$ cat config.mk
export PLATFORM = sky130hd
export DESIGN_NAME = control_sequencer
export DESIGN_NICKNAME = d
export VERILOG_FILES = /design/src/rtl/cpu_defs_pkg.sv /design/src/rtl/instr_class_decode.sv /design/src/rtl/control_sequencer.sv
export SDC_FILE = /design/constraint.sdc
export NUM_CORES = 1
export LEC_CHECK = 0
export ABC_AREA = 1
export BUFFER_PORTS_ARGS = -buffer_cell sky130_fd_sc_hd__buf_2
export CAP_MARGIN = 20
export CORE_ASPECT_RATIO = 1.2
export CORE_MARGIN = 8
export CORE_UTILIZATION = 38
export DETAILED_ROUTE_END_ITERATION = 12
export PLACE_DENSITY = 0.79
export REMOVE_ABC_BUFFERS = 1
export SYNTH_ARGS = -nofsm -noshare
export SYNTH_HDL_FRONTEND = slang
export SYNTH_SLANG_ARGS = --single-unit
$ cat constraint.sdc
create_clock -name Clock -period 1.5 [get_ports Clock]
set_input_delay 0.3 -clock Clock [delete_from_list [all_inputs] [get_ports Clock]]
set_output_delay 0.3 -clock Clock [all_outputs]
set_load 0.005 [all_outputs]
$ cat src/rtl/cpu_defs_pkg.sv
// Shared definitions for the hardwired control unit: opcodes, ALU op codes,
// sequencer state encoding, instruction classes and the control-word bundle
// that the sequencer decodes each cycle.
package cpu_defs_pkg;

  localparam int unsigned OpW = 5;

  // Opcodes (IR[31:27])
  localparam logic [OpW-1:0] OpLd   = 5'b00000;
  localparam logic [OpW-1:0] OpSt   = 5'b00010;
  localparam logic [OpW-1:0] OpAdd  = 5'b00011;
  localparam logic [OpW-1:0] OpSub  = 5'b00100;
  localparam logic [OpW-1:0] OpAnd  = 5'b00101;
  localparam logic [OpW-1:0] OpOr   = 5'b00110;
  localparam logic [OpW-1:0] OpAddi = 5'b01100;
  localparam logic [OpW-1:0] OpAndi = 5'b01101;
  localparam logic [OpW-1:0] OpOri  = 5'b01110;
  localparam logic [OpW-1:0] OpBrx  = 5'b10010;
  localparam logic [OpW-1:0] OpJr   = 5'b10100;
  localparam logic [OpW-1:0] OpMfhi = 5'b11000;
  localparam logic [OpW-1:0] OpMflo = 5'b11001;
  localparam logic [OpW-1:0] OpNop  = 5'b11010;
  localparam logic [OpW-1:0] OpHalt = 5'b11011;

  // ALU operation codes driven on `operation`
  localparam logic [OpW-1:0] AluNone = 5'b00000;
  localparam logic [OpW-1:0] AluAdd  = 5'b00011;
  localparam logic [OpW-1:0] AluSub  = 5'b00100;
  localparam logic [OpW-1:0] AluAnd  = 5'b00101;
  localparam logic [OpW-1:0] AluOr   = 5'b00110;

  typedef enum logic [3:0] {
    StReset = 4'd0,
    StT0    = 4'd1,
    StT1    = 4'd2,
    StT2    = 4'd3,
    StT3    = 4'd4,
    StT4    = 4'd5,
    StT5    = 4'd6,
    StT6    = 4'd7,
    StT7    = 4'd8,
    StHalt  = 4'd9
  } state_e;

  typedef enum logic [3:0] {
    ClsRtype,
    ClsImm,
    ClsLd,
    ClsSt,
    ClsBr,
    ClsJr,
    ClsMfhi,
    ClsMflo,
    ClsNop,
    ClsHalt
  } instr_class_e;

  // One bit per datapath control input; zero means idle.
  typedef struct packed {
    logic pc_out;
    logic zlow_out;
    logic zhigh_out;
    logic mdr_out;
    logic hi_out;
    logic lo_out;
    logic c_out;
    logic inport_out;
    logic mar_in;
    logic z_in;
    logic pc_in;
    logic mdr_in;
    logic ir_in;
    logic y_in;
    logic inc_pc;
    logic read;
    logic write;
    logic gra;
    logic grb;
    logic grc;
    logic r_in;
    logic r_out;
    logic ba_out;
    logic con_in;
    logic run;
    logic [OpW-1:0] operation;
  } ctrl_t;

endpackage

$ cat src/rtl/instr_class_decode.sv
// Combinational opcode classifier.
//   opcode_i : IR[31:27]
//   class_o  : instruction class selecting the execute sequence
//   alu_op_o : ALU operation used by that class (0 when the class uses none)
// Undefined opcodes classify as nop.
module instr_class_decode
  import cpu_defs_pkg::*;
#(
  parameter int unsigned OPW = 5
) (
  input  logic [OPW-1:0] opcode_i,
  output instr_class_e   class_o,
  output logic [OPW-1:0] alu_op_o
);

  always_comb begin
    class_o  = ClsNop;
    alu_op_o = AluNone;
    case (opcode_i)
      OpAdd, OpSub, OpAnd, OpOr: begin
        class_o  = ClsRtype;
        alu_op_o = opcode_i;
      end
      OpAddi: begin
        class_o  = ClsImm;
        alu_op_o = AluAdd;
      end
      OpAndi: begin
        class_o  = ClsImm;
        alu_op_o = AluAnd;
      end
      OpOri: begin
        class_o  = ClsImm;
        alu_op_o = AluOr;
      end
      OpLd: begin
        class_o  = ClsLd;
        alu_op_o = AluAdd;
      end
      OpSt: begin
        class_o  = ClsSt;
        alu_op_o = AluAdd;
      end
      OpBrx: begin
        class_o  = ClsBr;
        alu_op_o = AluAdd;
      end
      OpJr:    class_o = ClsJr;
      OpMfhi:  class_o = ClsMfhi;
      OpMflo:  class_o = ClsMflo;
      OpNop:   class_o = ClsNop;
      OpHalt:  class_o = ClsHalt;
      default: class_o = ClsNop;
    endcase
  end

endmodule

$ cat src/rtl/control_sequencer.sv
// Hardwired fetch/decode/execute control unit for `datapath`.
// Inputs : Clock, Reset (async, active-high), IR (latched instruction),
//          CON_out (branch condition flag).
// Outputs: bus source selects, register load enables, PC/memory strobes,
//          register-file selects, CON_in, ALU `operation`, and Run.
// One T-state per clock; outputs are Moore-decoded from the state register
// and the opcode field.
module control_sequencer
  import cpu_defs_pkg::*;
#(
  parameter int unsigned OPW = 5
) (
  input  logic           Clock,
  input  logic           Reset,
  input  logic [31:0]    IR,
  input  logic           CON_out,
  output logic           PCout,
  output logic           Zlowout,
  output logic           ZHighout,
  output logic           MDRout,
  output logic           HIout,
  output logic           LOout,
  output logic           Cout,
  output logic           InPortout,
  output logic           MARin,
  output logic           Zin,
  output logic           PCin,
  output logic           MDRin,
  output logic           IRin,
  output logic           Yin,
  output logic           IncPC,
  output logic           Read,
  output logic           Write,
  output logic           GRA,
  output logic           GRB,
  output logic           GRC,
  output logic           Rin,
  output logic           Rout,
  output logic           BAout,
  output logic           CON_in,
  output logic [OPW-1:0] operation,
  output logic           Run
);

  state_e         state_q, state_d;
  instr_class_e   cls;
  logic [OPW-1:0] alu_op;
  ctrl_t          ctrl;

  // Only the opcode field matters to control; operand fields are datapath's.
  logic unused_ir;
  assign unused_ir = ^IR[31-OPW:0];

  instr_class_decode #(
    .OPW (OPW)
  ) u_decode (
    .opcode_i (IR[31:32-OPW]),
    .class_o  (cls),
    .alu_op_o (alu_op)
  );

  always_ff @(posedge Clock or posedge Reset) begin
    if (Reset) begin
      state_q <= StReset;
    end else begin
      state_q <= state_d;
    end
  end

  // Fetch steps (T0-T2) never look at IR: it is only loaded at the end of T2.
  always_comb begin
    state_d = state_q;
    ctrl    = '0;
    case (state_q)
      StReset: state_d = StT0;
      StT0: begin
        ctrl.pc_out = 1'b1;
        ctrl.mar_in = 1'b1;
        ctrl.inc_pc = 1'b1;
        ctrl.z_in   = 1'b1;
        state_d     = StT1;
      end
      StT1: begin
        ctrl.zlow_out = 1'b1;
        ctrl.pc_in    = 1'b1;
        ctrl.read     = 1'b1;
        ctrl.mdr_in   = 1'b1;
        state_d       = StT2;
      end
      StT2: begin
        ctrl.mdr_out = 1'b1;
        ctrl.ir_in   = 1'b1;
        state_d      = StT3;
      end
      StT3: begin
        state_d = StT4;
        case (cls)
          ClsRtype, ClsImm: begin
            ctrl.grb   = 1'b1;
            ctrl.r_out = 1'b1;
            ctrl.y_in  = 1'b1;
          end
          ClsLd, ClsSt: begin
            ctrl.grb    = 1'b1;
            ctrl.ba_out = 1'b1;
            ctrl.y_in   = 1'b1;
          end
          ClsBr: begin
            ctrl.gra    = 1'b1;
            ctrl.r_out  = 1'b1;
            ctrl.con_in = 1'b1;
          end
          ClsJr: begin
            ctrl.gra   = 1'b1;
            ctrl.r_out = 1'b1;
            ctrl.pc_in = 1'b1;
            state_d    = StT0;
          end
          ClsMfhi: begin
            ctrl.hi_out = 1'b1;
            ctrl.gra    = 1'b1;
            ctrl.r_in   = 1'b1;
            state_d     = StT0;
          end
          ClsMflo: begin
            ctrl.lo_out = 1'b1;
            ctrl.gra    = 1'b1;
            ctrl.r_in   = 1'b1;
            state_d     = StT0;
          end
          ClsHalt: state_d = StHalt;
          default: state_d = StT0;
        endcase
      end
      StT4: begin
        state_d = StT5;
        case (cls)
          ClsRtype: begin
            ctrl.grc       = 1'b1;
            ctrl.r_out     = 1'b1;
            ctrl.z_in      = 1'b1;
            ctrl.operation = alu_op;
          end
          ClsImm, ClsLd, ClsSt: begin
            ctrl.c_out     = 1'b1;
            ctrl.z_in      = 1'b1;
            ctrl.operation = alu_op;
          end
          ClsBr: begin
            ctrl.pc_out = 1'b1;
            ctrl.y_in   = 1'b1;
          end
          default: state_d = StT0;
        endcase
      end
      StT5: begin
        state_d = StT0;
        case (cls)
          ClsRtype, ClsImm: begin
            ctrl.zlow_out = 1'b1;
            ctrl.gra      = 1'b1;
            ctrl.r_in     = 1'b1;
          end
          ClsLd, ClsSt: begin
            ctrl.zlow_out = 1'b1;
            ctrl.mar_in   = 1'b1;
            state_d       = StT6;
          end
          ClsBr: begin
            ctrl.c_out     = 1'b1;
            ctrl.z_in      = 1'b1;
            ctrl.operation = alu_op;
            state_d        = StT6;
          end
          default: state_d = StT0;
        endcase
      end
      StT6: begin
        state_d = StT0;
        case (cls)
          ClsLd: begin
            ctrl.read   = 1'b1;
            ctrl.mdr_in = 1'b1;
            state_d     = StT7;
          end
          ClsSt: begin
            ctrl.gra    = 1'b1;
            ctrl.r_out  = 1'b1;
            ctrl.mdr_in = 1'b1;
            state_d     = StT7;
          end
          ClsBr: begin
            // CON was loaded in T3; the taken target is already in Z.
            ctrl.zlow_out = CON_out;
            ctrl.pc_in    = CON_out;
          end
          default: state_d = StT0;
        endcase
      end
      StT7: begin
        state_d = StT0;
        case (cls)
          ClsLd: begin
            ctrl.mdr_out = 1'b1;
            ctrl.gra     = 1'b1;
            ctrl.r_in    = 1'b1;
          end
          ClsSt:   ctrl.write = 1'b1;
          default: state_d = StT0;
        endcase
      end
      StHalt:  state_d = StHalt;
      // Unused encodings fall back to a clean restart.
      default: state_d = StReset;
    endcase
    ctrl.run = (state_q >= StT0) && (state_q <= StT7);
  end

  assign PCout     = ctrl.pc_out;
  assign Zlowout   = ctrl.zlow_out;
  assign ZHighout  = ctrl.zhigh_out;
  assign MDRout    = ctrl.mdr_out;
  assign HIout     = ctrl.hi_out;
  assign LOout     = ctrl.lo_out;
  assign Cout      = ctrl.c_out;
  assign InPortout = ctrl.inport_out;
  assign MARin     = ctrl.mar_in;
  assign Zin       = ctrl.z_in;
  assign PCin      = ctrl.pc_in;
  assign MDRin     = ctrl.mdr_in;
  assign IRin      = ctrl.ir_in;
  assign Yin       = ctrl.y_in;
  assign IncPC     = ctrl.inc_pc;
  assign Read      = ctrl.read;
  assign Write     = ctrl.write;
  assign GRA       = ctrl.gra;
  assign GRB       = ctrl.grb;
  assign GRC       = ctrl.grc;
  assign Rin       = ctrl.r_in;
  assign Rout      = ctrl.r_out;
  assign BAout     = ctrl.ba_out;
  assign CON_in    = ctrl.con_in;
  assign operation = ctrl.operation;
  assign Run       = ctrl.run;

endmodule
==> results.yml, run 1 <==
status:
  status: "finished with violations"
  violations: "setup timing"
cts:
  clk_latency_ps: 240
  cts_buffer_depth: 2
  root_buffer: "clkbuf_4"
  cts_tree: "yes"
  cts_buffers: 3
  clkSinkCount: 4
  h-tree-depth: 1
  clk_pin_slew_ps: 40
routing:
  route.met2.wl_um: 2044
  firstDrtPassIters: 6
  wl_met3_um: 205
  drc: 0
  vias_per_cell: 5.298
  drt_wl_total_um: 3714
  maxUsedRoutingLayer: "met4"
  drtAntennaViolNets: 0
  m1WireLength_um: 1308
  wl_per_cell_um: 14.56
  drt_iter0_drc: 54
  dr_total_vias: 1351
yosys:
  synth-seq-cells: 4
  netlist_area_um2: 784.5
  yosysSeqAreaShare: 0.1276
  yosys-top-cells-area: "nand2_1 20%, dfrtp_1 13%, nand3_1 13%"
  synth_commonest_cells: "41 x nand2_1, 24 x inv_1, 20 x nand3_1, 16 x nor2_1, 8 x o21ai_0"
  synth_edf_count: 0
  async_flop_share: 1.000
  avgSynthCellArea_um2: 5.195
  syn_inst: 151
  synth_top_area_share: 0.1962
  ys.flop_type: "dfrtp_1"
  yosysMostFrequentCell: "nand2_1"
  yosysTopAreaCell: "nand2_1"
  yosysUniqueCellTypes: 20
  ys_warn_count: 0
layout:
  final_cells: 255
  seq_area_um2: 103.9
  largest_reg_flops: 4
  fin_area_um2: 1637
  n_fill_cell: 120
  multiInputGateArea_um2: 782.0
  n_antenna_cell: 0
  fin_util: 0.8165
  reg_top3: "state_q (4)"
  top_register: "state_q"
  syn_to_final_growth_pct: 108.6
  nets: 272
  drive_gt1_frac: 0.6213
power_and_ir_drop:
  power.density_nw_per_um2: 1022
  power_mw: 1.672
  peakVddDrop_uv: 522.3
  power.leakage_nw: 0.9882
placed_design:
  dpl_cell_area_um2: 1249
  io_buffers: 33
  placed_cells: 242
  gp_congestion: 0.8748
  place_hpwl_um: 2511
  dp_slack_ps: -198.0
floorplanning:
  ios: 65
  core_area_um2: 2004
  die_h_um: 65.77
  row_count: 18
  start_util: 0.3914
  die_w_um: 57.48
  dieArea_um2: 3780
setup_path:
  startpoint: "state_q[0]"
  arrival_ps: 1480
  r2r_start: "state_q[1]"
  setup.worst_path.start_class: "flip-flop"
  crit_path_max_fanout: 5
  critical_path_class: "flip-flop to primary output"
  rr_worst_depth: 7
  crit_path_end_kind: "primary output"
  required_ps: 1200
sta:
  setup_viol: 25
  final_hold_viol_count: 0
  fmax_ghz: 0.5625
  post-route-period-util: 1.185
  min_period_ps: 1778
  setup_ws_ps: -277.7
  maxSlewViolCount: 0
  rsz0062_at_grt: "true"
  fin_tns_setup_ps: -5165
  holdWs_ps: 487.9
  clock_skew_ps: 8.840
global_route:
  grt_max_degree: 8
  grt_pass1_wl_um: 5478
  gr-total-overflow: 0
  grt_use_total: 0.1830
  grt_pass1_vias: 1329
  antenna_found_initial: 0
hold_path:
  hp-class: "primary input to asynchronous set/reset pin"
run:
  max_cap_violations: 0
-- power by group --
| group | internal, mW | total [mW] | switching (mW) | leakage, nW |
|---|---|---|---|---|
| sequential | 0.154 | 0.234 | 0.0799 | 0.0474 |
| clock | 0.0898 | 0.139 | 0.0496 | 0.0138 |
| combinational | 0.636 | 1.30 | 0.663 | 0.927 |
| total | 0.880 | 1.67 | 0.793 | 0.988 |
-- per-layer routing --
layer / GRT usage / vias up
met3: 0.04280 / 17
met2: 0.3441 / 62
li1: - / 648
met5: 0 / -
met4: 0.1223 / 0
met1: 0.1718 / 624
-- kinds of logic (layout without fill, tap and decap cells) --
| logic type | after synthesis | count (layout) | synth area share |
|---|---|---|---|
| AND/OR/NAND/NOR | 97 | 97 | 0.5774 |
| other | 1 | 4 | 0.004780 |
| buffers and inverters | 34 | 115 | 0.1818 |
| flip-flops | 4 | 4 | 0.1276 |
| AO/OA/AOI/OAI | 15 | 15 | 0.1084 |
-- layout make-up --
type	count	area share
multi-input combinational	116	0.4778
timing repair buffer	82	0.3563
inverter	30	0.07339
sequential	4	0.06346
tap	20	0.01529
clock buffer	3	0.01376
-- cells in the final DEF (no fill, tap or decap), drive strengths merged --
cell / n
a21oi: 1
a31oi: 2
buf: 81
clkbuf: 3
conb: 4
dfrtp: 4
dlygate4sd3: 1
inv: 30
nand2: 43
nand3: 22
nand4: 4
nor2: 21
nor3: 7
o211ai: 2
o21ai: 9
o21bai: 1
-- what timing repair did --
action                                 CTS  global route
cloned                                   0             0
hold buffers                             1             0
pin swaps                                6            11
endpoints found under the hold margin    4             0
setup endpoints to repair               25            27
gates resized for setup                 40            38
setup buffers                            6             3
-- critical path, stage by stage, from the launching register on --
cell	delay (ps)
dfrtp_2	450
inv_2	110
buf_6	110
nand4_1	90
nor2_1	170
inv_1	110
nand2_1	90
buf_2	110
-- worst paths after layout --
kind	slack (ps)	end
worst min-delay path	490	state_q[2]
worst min register to register	730	state_q[3]
min in group Clock	550	state_q[3]
worst max-delay path	-280	Cout
max in group asynchronous	830	state_q[1]
worst max register to register	60	state_q[3]
(Power assumes the default switching activity.)
==> run 2: changes to the inputs <==
clock period = 2 ns   (was 1.5 ns; I/O delays follow)
==> run 2 against run 1 <==
  * Count of clock-buffer cells in the layout unchanged
  * Critical path depth down 1
  * Sequential power fell by 31%
  * Die area unchanged
  * Clock power is 31% lower
  * Worst setup slack improved by 350 ps
  * Via count fell by 24%
  * Combinational power is 60% lower
  * The run now ends clean
  * First-iteration DRC count decreased by 24%
  * Register-to-register slack better by 660 ps
  * Utilization decreased by 30 points
  * Non-clock buffer count shrank 47
  * Largest power group unchanged
==> results.yml, run 2 (synthesis results as in run 1) <==
setup_path:
  critical_path_class: "flip-flop to primary output"
  arrival_ps: 1530
  crit_family: "simple AND/OR/NAND/NOR gates"
  slowest_stage: "dfrtp_1"
  crit_path_end_kind: "primary output"
  setup.worst_path.start_class: "flip-flop"
  crit_path_max_fanout: 5
  critPathBufInv: 2
  path_cells: "nor2_1 > nand3_1 > inv_1 > nand2_1 > o211ai_1 > buf_2"
  cpPeakStageDelay_ps: 440
  required_ps: 1600
sta:
  fin_tns_setup_ps: 0
  fmax_ghz: 0.5184
  min_period_ps: 1929
  final_hold_viol_count: 0
  setup_viol: 0
  post-route-period-util: 0.9645
  clock_skew_ps: 2.627
  maxSlewViolCount: 0
layout:
  n_antenna_cell: 0
  final_common_cell: "nand2_1"
  final_cells: 208
  syn_to_final_growth_pct: 32.06
  nets: 225
  drive_gt1_frac: 0.3511
  top_register: "state_q"
  largest_reg_flops: 4
  reg_top3: "state_q (4)"
  fin_area_um2: 1036
  n_fill_cell: 220
  layout_common_cells: "39 x nand2_1, 33 x buf_2, 22 x inv_1, 20 x nand3_1, 11 x nor2_1"
power_and_ir_drop:
  power_frac_seq: 0.209
  power_switching_share: 0.5089
  peakVddDrop_uv: 412.8
  pwr-share-clk: 0.124
  p_sw_mw: 0.3926
  internal-power_mw: 0.3790
  power.leakage_nw: 0.6548
  combPwrFrac: 0.667
  power.density_nw_per_um2: 744.8
cts:
  cts_buffers: 3
  h-tree-depth: 1
  root_buffer: "clkbuf_4"
  cts_buffer_depth: 2
  clkSinkCount: 4
  cts_tree: "yes"
  clk_latency_ps: 230
  clk_pin_slew_ps: 40
placed_design:
  place_hpwl_um: 2058
  placed_cells: 204
  io_buffers: 33
  dpl_cell_area_um2: 963.4
  gp_congestion: 0.9185
floorplanning:
  ios: 65
  die_h_um: 65.77
  dieArea_um2: 3780
  row_count: 18
  core_area_um2: 2004
  die_w_um: 57.48
  start_util: 0.3914
status:
  status: "finished, final reports clean"
routing:
  vias_per_cell: 4.966
  drtAntennaViolNets: 0
  wl_per_cell_um: 12.40
  drt_iter0_drc: 41
  firstDrtPassIters: 4
  dr_total_vias: 1033
  drt_wl_total_um: 2580
  drc: 0
global_route:
  grt_pass1_wl_um: 3912
  grt_max_degree: 11
  grt_pass1_vias: 977
  antenna_found_initial: 0
  gr-total-overflow: 0
  grt_use_total: 0.1239
hold_path:
  hp-class: "primary input to asynchronous set/reset pin"
run:
  max_cap_violations: 0
==> run 2: power groups by stage <==
stage,Clock (mW),Combinational [mW],Sequential (mW)
floorplan,0,0.284,0.139
global placement,0,0.472,0.150
detailed placement,0,0.473,0.150
CTS,0.0993,0.480,0.149
global route,0.109,0.584,0.167
finish,0.0955,0.515,0.161
==> run 2: path summary, 6_finish.rpt <==
path                       slack (ps)       start    endpoint  depth (start not counted)
min reg2reg                       660  state_q[3]  state_q[3]                          2
min                                40       Reset  state_q[3]                          2
max in group asynchronous        1820       Reset  state_q[1]                          2
min in group Clock                580      IR[31]  state_q[3]                          3
max                                70  state_q[1]         Rin                          6
max reg2reg                       720  state_q[3]  state_q[1]                          8
==> run 2: repair_timing <==
| action | in CTS | in global routing |
|---|---|---|
| setup buffers | 0 | 1 |
| gates resized for setup | 2 | 13 |
| hold buffers | 0 | 0 |
| endpoints found under the setup margin | 6 | 21 |
| pin swaps | 0 | 0 |
==> run 2: per-stage QoR <==
step                      setup WS (ps)  utilization  power (mW)  hold WS (ps)
final                             70.92       0.5169      0.7716         38.78
after global routing             -33.26       0.5169      0.8605         48.28
after CTS                         14.03       0.4931      0.7285         38.48
after detailed placement          87.99       0.4806      0.6230         282.8
after global placement            74.85       0.4806      0.6219         279.3
after floorplan                   460.7            -      0.4230         166.1
==> run 2: cell type report <==
class | count | area (um^2) | area share
multi-input cells | 116 | 595.6 | 0.5749
repair buffers | 35 | 180.2 | 0.1739
inverters | 30 | 112.6 | 0.1087
flip-flops and latches | 4 | 100.1 | 0.09662
well taps | 20 | 25.02 | 0.02415
clock buffers | 3 | 22.52 | 0.02174
==> run 2: routing by layer <==
| metal | global-route usage | part of all wire |
|---|---|---|
| met1 | 0.1402 | 0.41 |
| met2 | 0.2355 | 0.53 |
| met3 | 0.02335 | 0.064 |
| met4 | 0.01881 | 0 |
| met5 | 0 | 0 |
